File: config.mk
export PLATFORM = sky130hd
export DESIGN_NAME = fifo_word_packer
export DESIGN_NICKNAME = d
export VERILOG_FILES = /design/src/rtl/fifo_word_packer.sv
export SDC_FILE = /design/constraint.sdc
export NUM_CORES = 1
export LEC_CHECK = 0
export CAP_MARGIN = 20
export CELL_PAD_IN_SITES_DETAIL_PLACEMENT = 0
export CELL_PAD_IN_SITES_GLOBAL_PLACEMENT = 1
export CORE_ASPECT_RATIO = 0.8
export CORE_UTILIZATION = 38
export CTS_BUF_LIST = sky130_fd_sc_hd__clkbuf_8
export DETAILED_ROUTE_END_ITERATION = 16
export GPL_TIMING_DRIVEN = 0
export PLACE_DENSITY_LB_ADDON = 0.3
export SLEW_MARGIN = 10
export SYNTH_ARGS = -nofsm -noshare
export SYNTH_HDL_FRONTEND = slang
export SYNTH_SLANG_ARGS = --single-unit
File: constraint.sdc
create_clock -name clk -period 2.05 [get_ports clk]
set_clock_uncertainty 0.1 [all_clocks]
set_input_delay 0.205 -clock clk [delete_from_list [all_inputs] [get_ports clk]]
set_output_delay 0.205 -clock clk [all_outputs]
set_load 0.01 [all_outputs]
File: src/rtl/fifo_word_packer.sv
// fifo_word_packer: pops IN_W-bit entries from a show-ahead FIFO read port and
// packs LANES consecutive entries into one wide word on a valid/ready output.
// A partial word leaves on an explicit flush or after FLUSH_TO idle cycles,
// with out_keep marking the lanes that hold real entries.
module fifo_word_packer #(
  parameter int unsigned IN_W     = 8,
  parameter int unsigned LANES    = 4,
  parameter int unsigned FLUSH_TO = 16
) (
  input  logic                  clk,
  input  logic                  rst_n,
  input  logic                  fifo_empty,
  input  logic [IN_W-1:0]       fifo_rd_data,
  output logic                  fifo_rd_en,
  input  logic                  flush,
  output logic                  out_valid,
  input  logic                  out_ready,
  output logic [IN_W*LANES-1:0] out_data,
  output logic [LANES-1:0]      out_keep
);

  localparam int unsigned CW = $clog2(LANES + 1);
  // A disabled timeout still needs a 1-bit counter so the declarations stay legal.
  localparam int unsigned IW = (FLUSH_TO > 0) ? $clog2(FLUSH_TO + 1) : 1;
  localparam logic [CW-1:0] LAST_LANE = CW'(LANES - 1);
  localparam logic [IW-1:0] IDLE_LAST = IW'((FLUSH_TO > 0) ? FLUSH_TO - 1 : 0);

  typedef enum logic {
    FILL,
    HOLD
  } state_t;

  state_t                  state_q, state_d;
  logic [CW-1:0]           cnt_q;
  logic [IW-1:0]           idle_q;
  logic [IN_W*LANES-1:0]   data_q;
  logic [LANES-1:0]        keep_q;
  logic                    pop;
  logic                    idle_cyc;
  logic                    timeout;

  // Pop qualification and idle-timeout detection.
  always_comb begin
    pop      = (state_q == FILL) && !fifo_empty;
    idle_cyc = (state_q == FILL) && !pop && (cnt_q != '0);
    // Firing on the cycle the counter would reach FLUSH_TO makes the word
    // valid right after the FLUSH_TO-th idle cycle.
    timeout  = (FLUSH_TO > 0) && idle_cyc && (idle_q == IDLE_LAST);
  end

  // State register.
  always_ff @(posedge clk or negedge rst_n) begin
    if (!rst_n) begin
      state_q <= FILL;
    end else begin
      state_q <= state_d;
    end
  end

  // Next-state logic: leave FILL on a full word, a flush with data, or timeout.
  always_comb begin
    state_d = state_q;
    case (state_q)
      FILL: begin
        if (pop && ((cnt_q == LAST_LANE) || flush)) begin
          state_d = HOLD;
        end else if (!pop && flush && (cnt_q != '0)) begin
          state_d = HOLD;
        end else if (timeout) begin
          state_d = HOLD;
        end
      end
      HOLD: begin
        if (out_ready) begin
          state_d = FILL;
        end
      end
      default: state_d = FILL;
    endcase
  end

  // Output decode; the pop request is held off while reset is asserted.
  always_comb begin
    fifo_rd_en = pop && rst_n;
    out_valid  = (state_q == HOLD);
    out_data   = data_q;
    out_keep   = keep_q;
  end

  // Lane collection, idle counting, and word clear on acceptance.
  always_ff @(posedge clk or negedge rst_n) begin
    if (!rst_n) begin
      cnt_q  <= '0;
      idle_q <= '0;
      data_q <= '0;
      keep_q <= '0;
    end else if (state_q == FILL) begin
      if (pop) begin
        for (int unsigned k = 0; k < LANES; k++) begin
          if (cnt_q == CW'(k)) begin
            data_q[k*IN_W +: IN_W] <= fifo_rd_data;
            keep_q[k]              <= 1'b1;
          end
        end
        cnt_q <= cnt_q + 1'b1;
      end
      if (pop || (state_d == HOLD)) begin
        idle_q <= '0;
      end else if (idle_cyc && (FLUSH_TO > 0)) begin
        idle_q <= idle_q + 1'b1;
      end
    end else if (out_ready) begin
      cnt_q  <= '0;
      data_q <= '0;
      keep_q <= '0;
    end
  end

endmodule

==> results of run 1 <==
critical path, cell delays in order, from the launching register on:
cell and delay, ns:
dfrtp_1 0.42, ha_1 0.24, and3_1 0.19, ha_1 0.22, or4_4 0.54, o21ai_0 0.15
report_power, final:
| group | switching [mW] | internal (mW) | total, mW |
|---|---|---|---|
| Combinational | 0.663 | 0.669 | 1.33 |
| Sequential | 0.196 | 1.16 | 1.35 |
| Clock | 0.279 | 0.225 | 0.503 |
logic make-up (layout without fill, tap and decap cells):
kind of cell	Yosys count	count (layout)	share of synthesized area, %
buffers and inverters	15	74	3.45
AOI/OAI and AO/OA	49	49	13.6
xor gates and xnor gates	1	1	0.439
adders and majority gates	7	7	4.39
muxes	2	2	1.07
and+or+nand+nor	94	94	20.7
DFF	45	45	56.4
final cells by class:
cell class              instances  area (um^2)
plain buffers                  11         55.1
clock buffers                   5         68.8
clock inverters                 1         5.00
fillers                       482         2330
inverters                       4         15.0
multi-input cells             153          822
flip-flops and latches         45         1130
well taps                      62         77.6
repair buffers                 53          538
repair_timing:
item                                    in CTS  in global routing
hold buffers                                 2                  0
cloned                                       0                  0
endpoints found under the setup margin       1                 13
hold endpoints to repair                    10                  0
resized for setup                            1                  8
cell usage in the layout (no fill, tap or decap), types with 3 or more instances in the layout:
master            n
buf_2            11
nand2_1          73
inv_1             4
a21o_1            5
and2_1            3
dfrtp_1          44
ha_1              7
o21ai_0          34
o21ai_1           3
clkbuf_8          5
clkdlybuf4s50_1  48
nand2b_1          4
state kept, by name (all words and copies together), names as in the netlist:
register   cells
out_data      32
out_keep       4
cnt_q          3
idle_q         5
out_valid      1
routing by layer:
metal	routed length (um)	share of wire (%)
met1	2670	54
met3	188	3.8
met4	38	0.77
met2	2060	42
met5	0	0
worst max path at each step:
stage,start,endpoint
5_1_grt,idle_q[0]$_DFFE_PN0P_,idle_q[4]$_DFFE_PN0P_
2_1_floorplan,idle_q[0]$_DFFE_PN0P_,idle_q[0]$_DFFE_PN0P_
4_1_cts,out_valid$_DFF_PN0_,fifo_rd_en
6_report,idle_q[0]$_DFFE_PN0P_,idle_q[4]$_DFFE_PN0P_
3_5_place_dp,cnt_q[0]$_DFFE_PN0P_,out_data[30]$_DFFE_PN0P_
3_3_place_gp,rst_n,fifo_rd_en
==> metrics, run 1 <==
top cells by count, synth=nand2_1, dfrtp_1, o21ai_0; P_leak=1.22 nW; iteration count of the initial detailed-routing pass=4; setup slack, reg-to-reg=approximately 0.11 ns; minimum clock period=1.94 ns; CP startpoint kind=flip-flop; GR Overflow Total=0; CTS max path bufs=2; fraction of registers with async set/reset=100%; peak supply drop=482 uV; Overall Power=about 3.2 mW; most congested layer reported by global routing=met2; pwr/cell area=1180 nW/um^2; Total GRT Usage=19.5%; FF-to-FF End=idle_q[4]$_DFFE_PN0P_; CTS buffer count=5; pin count of the biggest net entering global routing=36; Setup WS pre-CTS=-0.0440 ns; f_max=515 MHz; share of the synthesized area in the top cell type=56.4%; DRC=0; syn_area_per_cell=9.38 um^2; CP required=2.16 ns; Die Area=5550 um^2; first-pass GRT wire length=8.20 mm; r2r startpoint=idle_q[0]$_DFFE_PN0P_; number of global-route vias before repair=1608; initial antenna violation count=0; met1 GRT Util=28.8%; Hold Slack=0.363 ns; cell with the most instances after synthesis=nand2_1; CP Max Fanout=4; CP Capture Type=flip-flop; DP HPWL=3.57 mm; boundary pin count=51; die span in y=66.8 um; cell taking the most area after synthesis=dfrtp_1; Starting Density=39.7%; WL/cell=14.9 um; outcome=finished, final reports clean; CP Class=flip-flop to flip-flop; clk sinks=between 40 and 50; final setup vio count=0; most common flop cell mapped by yosys=dfrtp_1; Hold Crit Class=input pin to async pin; vias per cell=between 4 and 5; Design Area, Final=2710 um^2; sequential area share after synthesis=between 50% and 60%; Syn Inst Count=213; PnR worst setup slack=0.110 ns; ANT cells=0; post-route ant nets=0; Die Span X=a little over 80 um; slew margin rel.=a little over three fifths; Yosys reg bits=45; MaxCap Viol Count=0; placement-stage cell area=about 2600 um^2; Layout area overhead=35.7%; postcts setup bufs=0; Worst-path clk slew=0.08 ns; buffers added on ports=50; Worst-Skew Late Latency=0.29 ns; total wire length=4.96 mm; Worst Reg2Reg Path Length in Cells=5; GP Congestion=0.787; unrepaired setup endpoints after global routing=false; met2 Use GR=slightly below 30%; period utilization=94.7%; number of library cell types mapped by synthesis=31; Synth area leaders=dfrtp_1, nand2_1, o21ai_0; Worst Tran Pin Value=0.561 ns; Post-Layout Cell Count=334; crit path DAT=2.05 ns; Netlist Area Pre-Place=about 2000 um^2; Root Driver=clkbuf_8; H-tree levels=2; TritonCTS clock tree=built; max-slew violations=0; Mapped Nets=233; routed vias=about 1.7k; fin util=53.8%; Setup TNS=0 ns; share of layout cells above drive strength 1=under 10%; EDFF count, synth=0; Detailed Route Iter0 Violations=84; core area=around 5000 um^2; Cell Count Post-Placement=around 330; Site Rows=23; Ys Warns=0; # nets final=293; endpoints failing hold=0; grt met3 use=under 10%
Power figures use the tool's default switching activity.
==> run 2: changes to the inputs <==
--- a/config.mk
+++ b/config.mk
@@ -13,7 +13,7 @@
 export CTS_BUF_LIST = sky130_fd_sc_hd__clkbuf_8
 export DETAILED_ROUTE_END_ITERATION = 16
 export GPL_TIMING_DRIVEN = 0
-export PLACE_DENSITY_LB_ADDON = 0.3
+export PLACE_DENSITY = 0.87
 export SLEW_MARGIN = 10
 export SYNTH_ARGS = -nofsm -noshare
 export SYNTH_HDL_FRONTEND = slang
==> run 2 against run 1 <==
- clock power is 36% higher
- critical path depth stayed put
- global-route usage decreased by 0.55 points
- wire length fell by 3.4%
- register-to-register slack worse by 0.02 ns
- critical path type unchanged
- largest cell class unchanged
- highest routed layer unchanged
==> metrics, run 2 (same netlist as run 1, synthesis figures left out) <==
r2r startpoint=idle_q[0]$_DFFE_PN0P_; number of global-route vias before repair=1636 (+1.7%); highest metal used=met4; commonest non-fill, non-tap cell in the layout=nand2_1; setup slack, reg-to-reg=0.09 ns (-0.02 ns); H-tree levels=2 (unchanged); P_leak=1.25 nW (+2.5%); final setup vio count=0 (unchanged); Setup TNS=0 ns (unchanged); CTS buffer count=5 (unchanged); met2 wire length=2.08 mm (+0.92%); slowest CP cell=or4_1; WHS Path Cells=1; CP startpoint kind=flip-flop; Worst-path clk slew=0.08 ns (about the same); endpoints failing hold=0 (unchanged); # nets final=294 (+0.34%); clk sinks=45 (unchanged); Met1 Routed Length=2.40 mm (-10%); boundary pin count=51 (unchanged); iteration count of the initial detailed-routing pass=4 (unchanged); DP HPWL=3.49 mm (-2.3%); PnR worst setup slack=0.0864 ns (-0.0231 ns); peak supply drop=576 uV (+19%); period utilization=95.8% (+1.1 points); most frequent cells in the layout=nand2_1, clkdlybuf4s50_1, dfrtp_1, o21ai_0, buf_2; post-route ant nets=0 (unchanged); Switching Share=34.1% (-1.5 points); Worst Reg2Reg Path Length in Cells=5 (unchanged); fin util=55.1% (+1.3 points); critical-path cell list=ha_1 -> and3_1 -> ha_1 -> or4_1 -> o21ai_0; met3 WL=242 um (+29%); CP Capture Type=flip-flop; f_max=509 MHz (-1.2%); CP Max Fanout=4 (unchanged); Starting Density=39.7% (unchanged); CP required=2.17 ns (about the same); core area=5040 um^2 (unchanged); MaxCap Viol Count=0 (unchanged); total wire length=4.79 mm (-3.4%); postcts setup bufs=0 (unchanged); TritonCTS clock tree=built; buffers added on ports=50 (unchanged); hold endpoint=out_keep[2]$_DFFE_PN0P_; Critical Path Max Stage Delay=0.54 ns (about the same); DRC=0 (unchanged); placement-stage cell area=2590 um^2 (unchanged); Cell Count Post-Placement=326 (unchanged); crit path DAT=2.09 ns (+0.04 ns); Flop pwr share=40.4% (-2.1 points); unrepaired setup endpoints after global routing=false; CTS max path bufs=2 (unchanged); WL/cell=14.2 um (-4.2%); Design Area, Final=2780 um^2 (+2.5%); die span in y=66.8 um (unchanged); FF-to-FF End=idle_q[4]$_DFFE_PN0P_; Setup WS pre-CTS=-0.0190 ns (+0.0251 ns); pwr/cell area=1220 nW/um^2 (+3.2%); Hold Crit Class=flip-flop to flip-flop; Layout area overhead=39.0%; combinational cell fraction of total power=39.4% (-2.3 points); Worst-Skew Late Latency=0.30 ns (about the same); GP Congestion=0.734 (-6.6%); ANT cells=0 (unchanged); clock share of power=20.3% (+4.5 points); max reg flops=32 (unchanged); Hold Startpoint=out_keep[2]$_DFFE_PN0P_; slew margin rel.=41.5% (-21 points); outcome=finished, final reports clean; Total GRT Usage=18.9% (-0.55 points); Worst Tran Pin Value=0.875 ns (+0.313 ns); minimum clock period=1.96 ns (+0.0231 ns); Detailed Route Iter0 Violations=108 (+29%); P_int=2.22 mW (+8.3%); vias per cell=5.07 (+2.1%); initial antenna violation count=0 (unchanged); Post-Layout Cell Count=337 (+0.90%); routed vias=1708 (+3.0%); Root Driver=clkbuf_8; max-slew violations=0 (unchanged); pin count of the biggest net entering global routing=27 (-25%); Die Area=5550 um^2 (unchanged); CP Class=flip-flop to flip-flop; GR Overflow Total=0 (unchanged); share of layout cells above drive strength 1=9.82% (+0.26 points); first-pass GRT wire length=8.04 mm (-2.0%); Critical Path Most Common Cell=ha_1; Site Rows=23 (unchanged); switching pwr=1.15 mW (+1.2%); Die Span X=83.1 um (unchanged)
## run 2: cell types whose count changed in the layout (fill, tap and decap cells not counted), sizes merged
cell    change
inv         +1
bufinv      +1
clkbuf      +1
clkinv      -1
buf         +1
## run 2: per-stage QoR
step | hold WS [ns] | power, mW
floorplan | -0.191 | 1.98
global placement | 0.361 | 2.64
detailed placement | 0.0881 | 2.68
CTS | 0.385 | 3.38
global route | 0.412 | 3.62
finish | 0.379 | 3.37
## run 2: worst max-delay path by stage
stage	start	cells after the start	to	slack, ns
after CTS	out_valid$_DFF_PN0_	3	fifo_rd_en	0.01
after global placement	rst_n	3	fifo_rd_en	-1.32
after detailed placement	cnt_q[0]$_DFFE_PN0P_	5	out_data[30]$_DFFE_PN0P_	-0.02
final	idle_q[0]$_DFFE_PN0P_	5	idle_q[4]$_DFFE_PN0P_	0.09
after global routing	cnt_q[0]$_DFFE_PN0P_	7	out_data[4]$_DFFE_PN0P_	0.0004
after floorplan	idle_q[0]$_DFFE_PN0P_	5	idle_q[0]$_DFFE_PN0P_	0.28
## run 2: power by group through the flow
stage	Sequential [mW]	Combinational, mW	Clock, mW
after global routing	1.40	1.48	0.735
after CTS	1.36	1.32	0.703
after global placement	1.37	1.27	0
after detailed placement	1.38	1.30	0
final	1.36	1.33	0.683
after floorplan	1.44	0.534	0
## run 2: layer usage
metal | track usage, % | up-vias
met2 | 29.4 | 50
met4 | 6.47 | 0
met1 | 26.4 | 822
li1 | - | 829
met3 | 4.09 | 7
met5 | 0 | -
## run 2: worst max-delay path: cells and delay by family (launching register included)
family | cells | cell delay (ns)
simple gates | 2 | 0.74
fa+ha+maj | 2 | 0.46
compound gates | 1 | 0.16
flops | 1 | 0.44
## run 2: repair_timing
action                     CTS  global route
hold endpoints to repair    19             0
hold buffers                 3             0
gates resized for setup      2             7
setup endpoints to repair    3            11
## run 2: cell type report
type | count | area (um^2)
plain buffers | 11 | 55.1
repair buffers | 54 | 558
fillers | 439 | 2260
multi-input cells | 153 | 827
clock buffers | 6 | 82.6
well taps | 62 | 77.6
flip-flops and latches | 45 | 1130
clock inverters | 2 | 33.8
inverters | 4 | 15.0
